## src/rtl/keypad_scanner_if.sv

```systemverilog
// Key delivery channel from the keypad scanner to the CPU: valid/ready key code plus status levels.
interface keypad_scanner_if;
    logic [3:0] key_code;
    logic       key_valid;
    logic       key_ready;
    logic       key_overrun;
    logic       key_pressed;

    modport master (output key_code, output key_valid, output key_overrun,
                    output key_pressed, input key_ready);
    modport slave  (input key_code, input key_valid, input key_overrun,
                    input key_pressed, output key_ready);
endinterface

```

## src/rtl/keypad_scanner.sv

```systemverilog
// 4x4 matrix keypad scanner: column strobe, row synchronizer, scan-level debounce,
// multi-key rejection and a single-entry key register with sticky overrun.
module keypad_scanner #(
    parameter int COL_CYCLES     = 1000,
    parameter int DEBOUNCE_SCANS = 4
) (
    input  logic              clk,
    input  logic              rst,
    input  logic [3:0]        row_in,
    output logic [3:0]        col_out,
    keypad_scanner_if.master  kbus
);
    localparam int CW = (COL_CYCLES > 1) ? $clog2(COL_CYCLES) : 1;
    localparam int SW = $clog2(DEBOUNCE_SCANS + 1);
    localparam logic [CW-1:0] CNT_MAX = CW'(COL_CYCLES - 1);
    localparam logic [SW-1:0] DB      = SW'(DEBOUNCE_SCANS);

    typedef enum logic [1:0] {IDLE, CAND, PRESSED, REL} state_t;

    logic [3:0]    row_s1, row_s2;
    logic [CW-1:0] cnt;
    logic [1:0]    col;
    logic [15:0]   scan_keys, cur_keys;
    logic          sample, scan_end;
    logic [4:0]    n_low;
    logic [3:0]    low_idx;
    logic          none, single;

    state_t        state_q, state_d;
    logic [3:0]    cand_q, cand_d;
    logic [SW-1:0] stable_q, stable_d, rel_q, rel_d;
    logic          key_event;

    logic [3:0]    code_q;
    logic          valid_q, overrun_q;

    // Rows are asynchronous to clk; idle level is high (pulled up).
    always_ff @(posedge clk or negedge rst) begin
        if (!rst) begin
            row_s1 <= 4'hF;
            row_s2 <= 4'hF;
        end else begin
            row_s1 <= row_in;
            row_s2 <= row_s1;
        end
    end

    assign sample   = (cnt == CNT_MAX);
    assign scan_end = sample && (col == 2'd3);
    assign col_out  = ~(4'b0001 << col);

    always_ff @(posedge clk or negedge rst) begin
        if (!rst) begin
            cnt       <= '0;
            col       <= 2'd0;
            scan_keys <= '0;
        end else begin
            cnt <= sample ? '0 : cnt + CW'(1);
            if (sample) begin
                col       <= col + 2'd1;
                scan_keys <= cur_keys;
            end
        end
    end

    // Current column's sample merged into the scan image; at scan end this is the full scan.
    always_comb begin
        cur_keys = scan_keys;
        for (int r = 0; r < 4; r++)
            cur_keys[r*4 + int'(col)] = ~row_s2[r];
        n_low   = '0;
        low_idx = '0;
        for (int i = 0; i < 16; i++) begin
            if (cur_keys[i]) begin
                n_low   = n_low + 5'd1;
                low_idx = 4'(i);
            end
        end
    end

    assign none   = (n_low == 5'd0);
    assign single = (n_low == 5'd1);

    always_ff @(posedge clk or negedge rst) begin
        if (!rst) begin
            state_q  <= IDLE;
            cand_q   <= '0;
            stable_q <= '0;
            rel_q    <= '0;
        end else begin
            state_q  <= state_d;
            cand_q   <= cand_d;
            stable_q <= stable_d;
            rel_q    <= rel_d;
        end
    end

    always_comb begin
        state_d   = state_q;
        cand_d    = cand_q;
        stable_d  = stable_q;
        rel_d     = rel_q;
        key_event = 1'b0;
        if (scan_end) begin
            case (state_q)
                IDLE: begin
                    if (single) begin
                        state_d  = CAND;
                        cand_d   = low_idx;
                        stable_d = SW'(1);
                    end
                end
                CAND: begin
                    if (single && low_idx == cand_q) begin
                        if (stable_q + SW'(1) == DB) begin
                            state_d   = PRESSED;
                            stable_d  = '0;
                            key_event = 1'b1;
                        end else begin
                            stable_d = stable_q + SW'(1);
                        end
                    end else if (single) begin
                        cand_d   = low_idx;
                        stable_d = SW'(1);
                    end else begin
                        state_d  = IDLE;
                        stable_d = '0;
                    end
                end
                PRESSED: begin
                    if (none) begin
                        state_d = REL;
                        rel_d   = SW'(1);
                    end
                end
                REL: begin
                    if (!none) begin
                        state_d = PRESSED;
                        rel_d   = '0;
                    end else if (rel_q + SW'(1) == DB) begin
                        state_d = IDLE;
                        rel_d   = '0;
                    end else begin
                        rel_d = rel_q + SW'(1);
                    end
                end
                default: state_d = IDLE;
            endcase
        end
    end

    // Single-entry holding register; a new key may replace one being consumed this cycle.
    always_ff @(posedge clk or negedge rst) begin
        if (!rst) begin
            code_q    <= '0;
            valid_q   <= 1'b0;
            overrun_q <= 1'b0;
        end else if (key_event) begin
            if (!valid_q || kbus.key_ready) begin
                code_q  <= cand_q;
                valid_q <= 1'b1;
            end else begin
                overrun_q <= 1'b1;
            end
        end else if (valid_q && kbus.key_ready) begin
            valid_q <= 1'b0;
        end
    end

    assign kbus.key_code    = code_q;
    assign kbus.key_valid   = valid_q;
    assign kbus.key_overrun = overrun_q;
    assign kbus.key_pressed = (state_q == PRESSED) || (state_q == REL);
endmodule

```

## src/flat_wrapper.sv

```systemverilog
// flat-port wrapper written by rule: the top's interface ports become plain ports
module keypad_scanner_flat 
#(
    parameter int COL_CYCLES     = 1000,
    parameter int DEBOUNCE_SCANS = 4
)
  (clk, rst, row_in, col_out, kbus_key_code, kbus_key_valid, kbus_key_overrun, kbus_key_pressed, kbus_key_ready);
  keypad_scanner_if kbus_i ();
  input  logic clk;
  input  logic rst;
  input  logic [3:0] row_in;
  output logic [3:0] col_out;
  output wire logic [$bits(kbus_i.key_code)-1:0] kbus_key_code;
  output wire logic [$bits(kbus_i.key_valid)-1:0] kbus_key_valid;
  output wire logic [$bits(kbus_i.key_overrun)-1:0] kbus_key_overrun;
  output wire logic [$bits(kbus_i.key_pressed)-1:0] kbus_key_pressed;
  input wire logic [$bits(kbus_i.key_ready)-1:0] kbus_key_ready;
  assign kbus_key_code = kbus_i.key_code;
  assign kbus_key_valid = kbus_i.key_valid;
  assign kbus_key_overrun = kbus_i.key_overrun;
  assign kbus_key_pressed = kbus_i.key_pressed;
  assign kbus_i.key_ready = kbus_key_ready;
  keypad_scanner #(.COL_CYCLES(COL_CYCLES), .DEBOUNCE_SCANS(DEBOUNCE_SCANS)) u_core (.clk(clk), .rst(rst), .row_in(row_in), .col_out(col_out), .kbus(kbus_i));
endmodule
```

## config.mk

```make
export PLATFORM = sky130hd
export DESIGN_NAME = keypad_scanner_flat
export DESIGN_NICKNAME = d
export VERILOG_FILES = /design/src/rtl/keypad_scanner_if.sv /design/src/rtl/keypad_scanner.sv /design/src/flat_wrapper.sv
export SDC_FILE = /design/constraint.sdc
export NUM_CORES = 1
export LEC_CHECK = 0
export ABC_AREA = 0
export CORE_MARGIN = 2
export CORE_UTILIZATION = 52
export DETAILED_ROUTE_END_ITERATION = 16
export PLACE_DENSITY = 0.78
export SETUP_SLACK_MARGIN = 0.5
export SLEW_MARGIN = 20
export SYNTH_ARGS = -nofsm -noshare
export SYNTH_HDL_FRONTEND = slang
export SYNTH_SLANG_ARGS = --single-unit
```

## constraint.sdc

```tcl
create_clock -name clk -period 11.7 [get_ports clk]
set_clock_uncertainty 0.2 [all_clocks]
set_input_delay 1.17 -clock clk [delete_from_list [all_inputs] [get_ports clk]]
set_output_delay 1.17 -clock clk [all_outputs]
set_load 0.1 [all_outputs]
```

==> reports/metrics.yaml <==
detailed_routing:
  drt_iter0_markers: 223
  wirelength_um: 11900
  avgViaCountPerCell: 6.27
  vias: 4274
  drt-wirelength-per-cell_um: 17.4
  drc: 0
  dr.pass1.iters: 5
  ant_nets: 0
clock_network:
  clk_path_buf_depth: 2
  cts_root_buf: "clkbuf_8"
  cts_inserted_buffers: 5
  cts_hold_buf: 0
  h-tree-depth: 2
  cts_tree: "built"
  clk_latency_ns: 0.31
  cts_sinks: 54
  path_clk_slew_ns: 0.11
critical_path:
  crit_path_end: "u_core.kbus.key_code[2]"
  r2r_end: "u_core.kbus.key_code[2]"
  rr_worst_depth: 55
  endpoint_kind: "register"
  rrSetupSlack_ns: 0.92
  max_stage_delay_ns: 0.43
  crit_arrival_ns: 10.78
  required_ns: 11.70
  critPathLaunchType: "register"
  cpMaxStageDelayCell: "dfrtp_1"
  crit_start: "u_core.col[0]"
  crit_type: "reg -> reg"
  reg2reg_from: "u_core.col[0]"
  crit_fanout: 6
  timing.critical_path.mode_cell: "ha_1"
yosys:
  synth_top_family_by_area: "simple AND/OR/NAND/NOR gates"
  synth_top_area_share_pct: 23.6
  yosys_warnings: 0
  synth_flop_cell: "dfrtp_1"
  yosysTopAreaCell: "dfrtp_1"
  synth.area.top_cells: "dfrtp_1 (24%), ha_1 (6.2%), xnor2_1 (4.9%)"
  synthAdderAreaFrac_pct: 6.17
  synthSimpleGateAreaFrac_pct: 21.3
  yosysSeqAreaShare_pct: 28.0
  synth_edf_count: 0
  synthCells: 545
  ys_types: 89
  syn_area_per_cell_um2: 8.93
  yosys_register_bits: 54
  synth_compound_area_share_pct: 20.6
  synth_xor_area_share_pct: 13.5
  synth.area.mux_share_pct: 6.43
  syn-num-nets: 576
  async_reset_ff_share_pct: 100
  syn_area_mm2: 0.00487
sta:
  finalSetupViolCount: 0
  whs_ns: 0.161
  rsz0062_at_grt: "false"
  finalCriticalPeriod_ns: 10.78
  worst_pin_slew_ns: 0.992
  timing.final.crit_share_pct: 92.2
  max_freq_ghz: 0.0927
  slew_violations: 0
  final-hold-violation-count: 0
  slew_headroom_pct: 33.7
floorplan:
  io_pins: 18
  fp.dieW_um: 101
  dieArea_mm2: 0.0102
  core_mm2: 0.00915
  rows: 35
  die_y_um: 101
  start_util_pct: 53.2
global_route:
  grt_pass1_wl_um: 19100
  antenna_found_initial: 0
  grt_max_degree: 55
  gr-usage-all-layers_pct: 23.0
  grt_overflow_total: 0
  grt_pass1_vias: 4099
power:
  combPwrFrac_pct: 21.9
  clkPwrFrac_pct: 28.8
  p_sw_uw: 116
  p_leak_uw: 0.00238
  cellPowerDensity_mw_per_mm2: 69.9
  pwr-share-seq_pct: 49.3
  irDropWorstVdd_mv: 0.0890
  swShare_pct: 30.0
  p_int_uw: 271
final_layout:
  area_growth_pct: 13.8
  drive_above_1_share_pct: 22.1
  antenna-diode-count: 0
  fin_nets: 601
  utilization_pct: 60.5
hold_path:
  hp-class: "reg -> reg"
status:
  outcome: "completed"
placed_design:
  place_congestion: 0.933
  io_buffers: 17
  post-dp-hpwl_um: 8300
run:
  drv_cap: 0
## how the worst min path moves through the flow
| stage | startpoint | endpoint | cells past startpoint |
|---|---|---|---|
| 2_1_floorplan | u_core.row_s1[0] | u_core.row_s2[0] | 0 |
| 3_3_place_gp | u_core.row_s1[0] | u_core.row_s2[0] | 0 |
| 3_5_place_dp | u_core.row_s1[3] | u_core.row_s2[3] | 0 |
| 4_1_cts | u_core.row_s1[3] | u_core.row_s2[3] | 0 |
| 5_1_grt | u_core.row_s1[0] | u_core.row_s2[0] | 0 |
| 6_report | u_core.row_s1[1] | u_core.row_s2[1] | 0 |
## sequential cells by signal, summed over array words and instances (netlist names)
| name | cells |
|---|---|
| u_core.scan_keys | 16 |
| u_core.cnt | 10 |
| u_core.kbus.key_code | 4 |
| u_core.col | 2 |
| u_core.state_q | 2 |
| u_core.row_s1 | 4 |
| u_core.row_s2 | 4 |
| u_core.kbus.key_valid | 1 |
| u_core.rel_q | 3 |
| u_core.kbus.key_overrun | 1 |
| u_core.stable_q | 3 |
| u_core.cand_q | 4 |
## critical path: cells and delay by family, from the launching register on
kind / cells / cell delay [ns]
mux: 6 / 1.72
xor+xnor: 1 / 0.12
simple gates: 10 / 0.99
flops: 1 / 0.43
buf+inv: 4 / 0.45
compound gates: 19 / 2.93
fa+ha+maj: 15 / 3.80
## power groups by stage
stage	Clock, µW	Sequential [µW]	Combinational, µW
finish	111	191	84.6
global route	121	191	92.3
CTS	114	191	71.6
detailed placement	0	194	70.8
global placement	0	194	68.3
floorplan	0	193	54.5
## metal layers
metal  vias to the layer above  track usage (%)  part of all wire [%]
li1                       2047                -                     -
met1                      2054             30.6                    43
met2                       154             39.8                    50
met3                        19             2.22                   5.3
met4                         0             6.64                   1.4
met5                         -                0                     0
## synthesized netlist by cell type, drive strengths merged (3+ instances only)
library cell,instances
dfrtp,46
o21ai,28
dfstp,8
a2bb2oi,3
o21bai,4
mux2,17
o31ai,3
xnor3,7
or4,3
or3,7
a21oi,35
nor3,10
mux2i,11
a31oi,13
and2,7
a211o,3
clkbuf,8
buf,11
a221oi,3
xor2,17
inv,23
nor4,4
nand4b,5
a21boi,4
nor2,42
nor2b,9
o21a,3
a41oi,3
a21o,3
a31o,3
or2,8
nand2b,16
a211oi,3
o311ai,3
ha,24
a21bo,3
o211ai,7
and3,8
xnor2,29
nand2,48
nand4,5
nand3,20
## timing repair
action | 4_1_cts | 5_1_grt
setup buffers | 4 | 11
gates cloned | 0 | 0
endpoints found under the setup margin | 18 | 18
gates resized for setup | 9 | 28
pin swaps | 2 | 10
## placed cells by master, fill, tap and decap left out, types with 4 or more instances in the layout
master / instances
or2_2: 6
nor3_1: 9
and2_1: 4
inv_1: 18
nor2b_1: 9
clkbuf_8: 5
xor2_1: 15
mux2_4: 8
o211ai_1: 7
buf_4: 19
xnor3_1: 4
nand4_1: 5
a21oi_1: 33
nand4b_1: 5
o21ai_0: 22
nand3_1: 20
dfstp_2: 8
nand2b_1: 14
clkdlybuf4s50_1: 16
nand2_1: 46
dfrtp_1: 46
or3_1: 6
and3_1: 6
nor4_1: 4
a31oi_1: 13
mux2_2: 6
nor2_1: 40
ha_4: 7
ha_1: 14
xnor2_1: 27
mux2i_1: 9
## logic make-up after synthesis
| family | after synthesis |
|---|---|
| simple gates | 198 |
| compound gates | 144 |
| xor+xnor | 55 |
| flops | 54 |
| buf+inv | 42 |
| mux | 28 |
| fa+ha+maj | 24 |
## metrics by stage
| step | setup WS (ns) | instances | total power, µW | TNS, ns | instance area, µm² |
|---|---|---|---|---|---|
| floorplan | 0.509 | 545 | 247 | 0 | 4890 |
| global placement | 0.389 | 659 | 263 | 0 | 5120 |
| detailed placement | -0.00403 | 659 | 265 | -0.00403 | 5120 |
| CTS | 0.506 | 671 | 376 | 0 | 5300 |
| global route | 0.429 | 682 | 404 | 0 | 5540 |
| finish | 0.916 | 682 | 387 | 0 | 5540 |
## cell type report
type	instances	area, µm²
Fill cell	740	3610
Tap cell	111	139
Clock inverter	3	28.8
Timing Repair Buffer	37	328
Clock buffer	5	68.8
Sequential cell	54	1360
Multi-Input combinational cell	449	3520
Inverter	23	93.8
(Power assumes the default switching activity.)
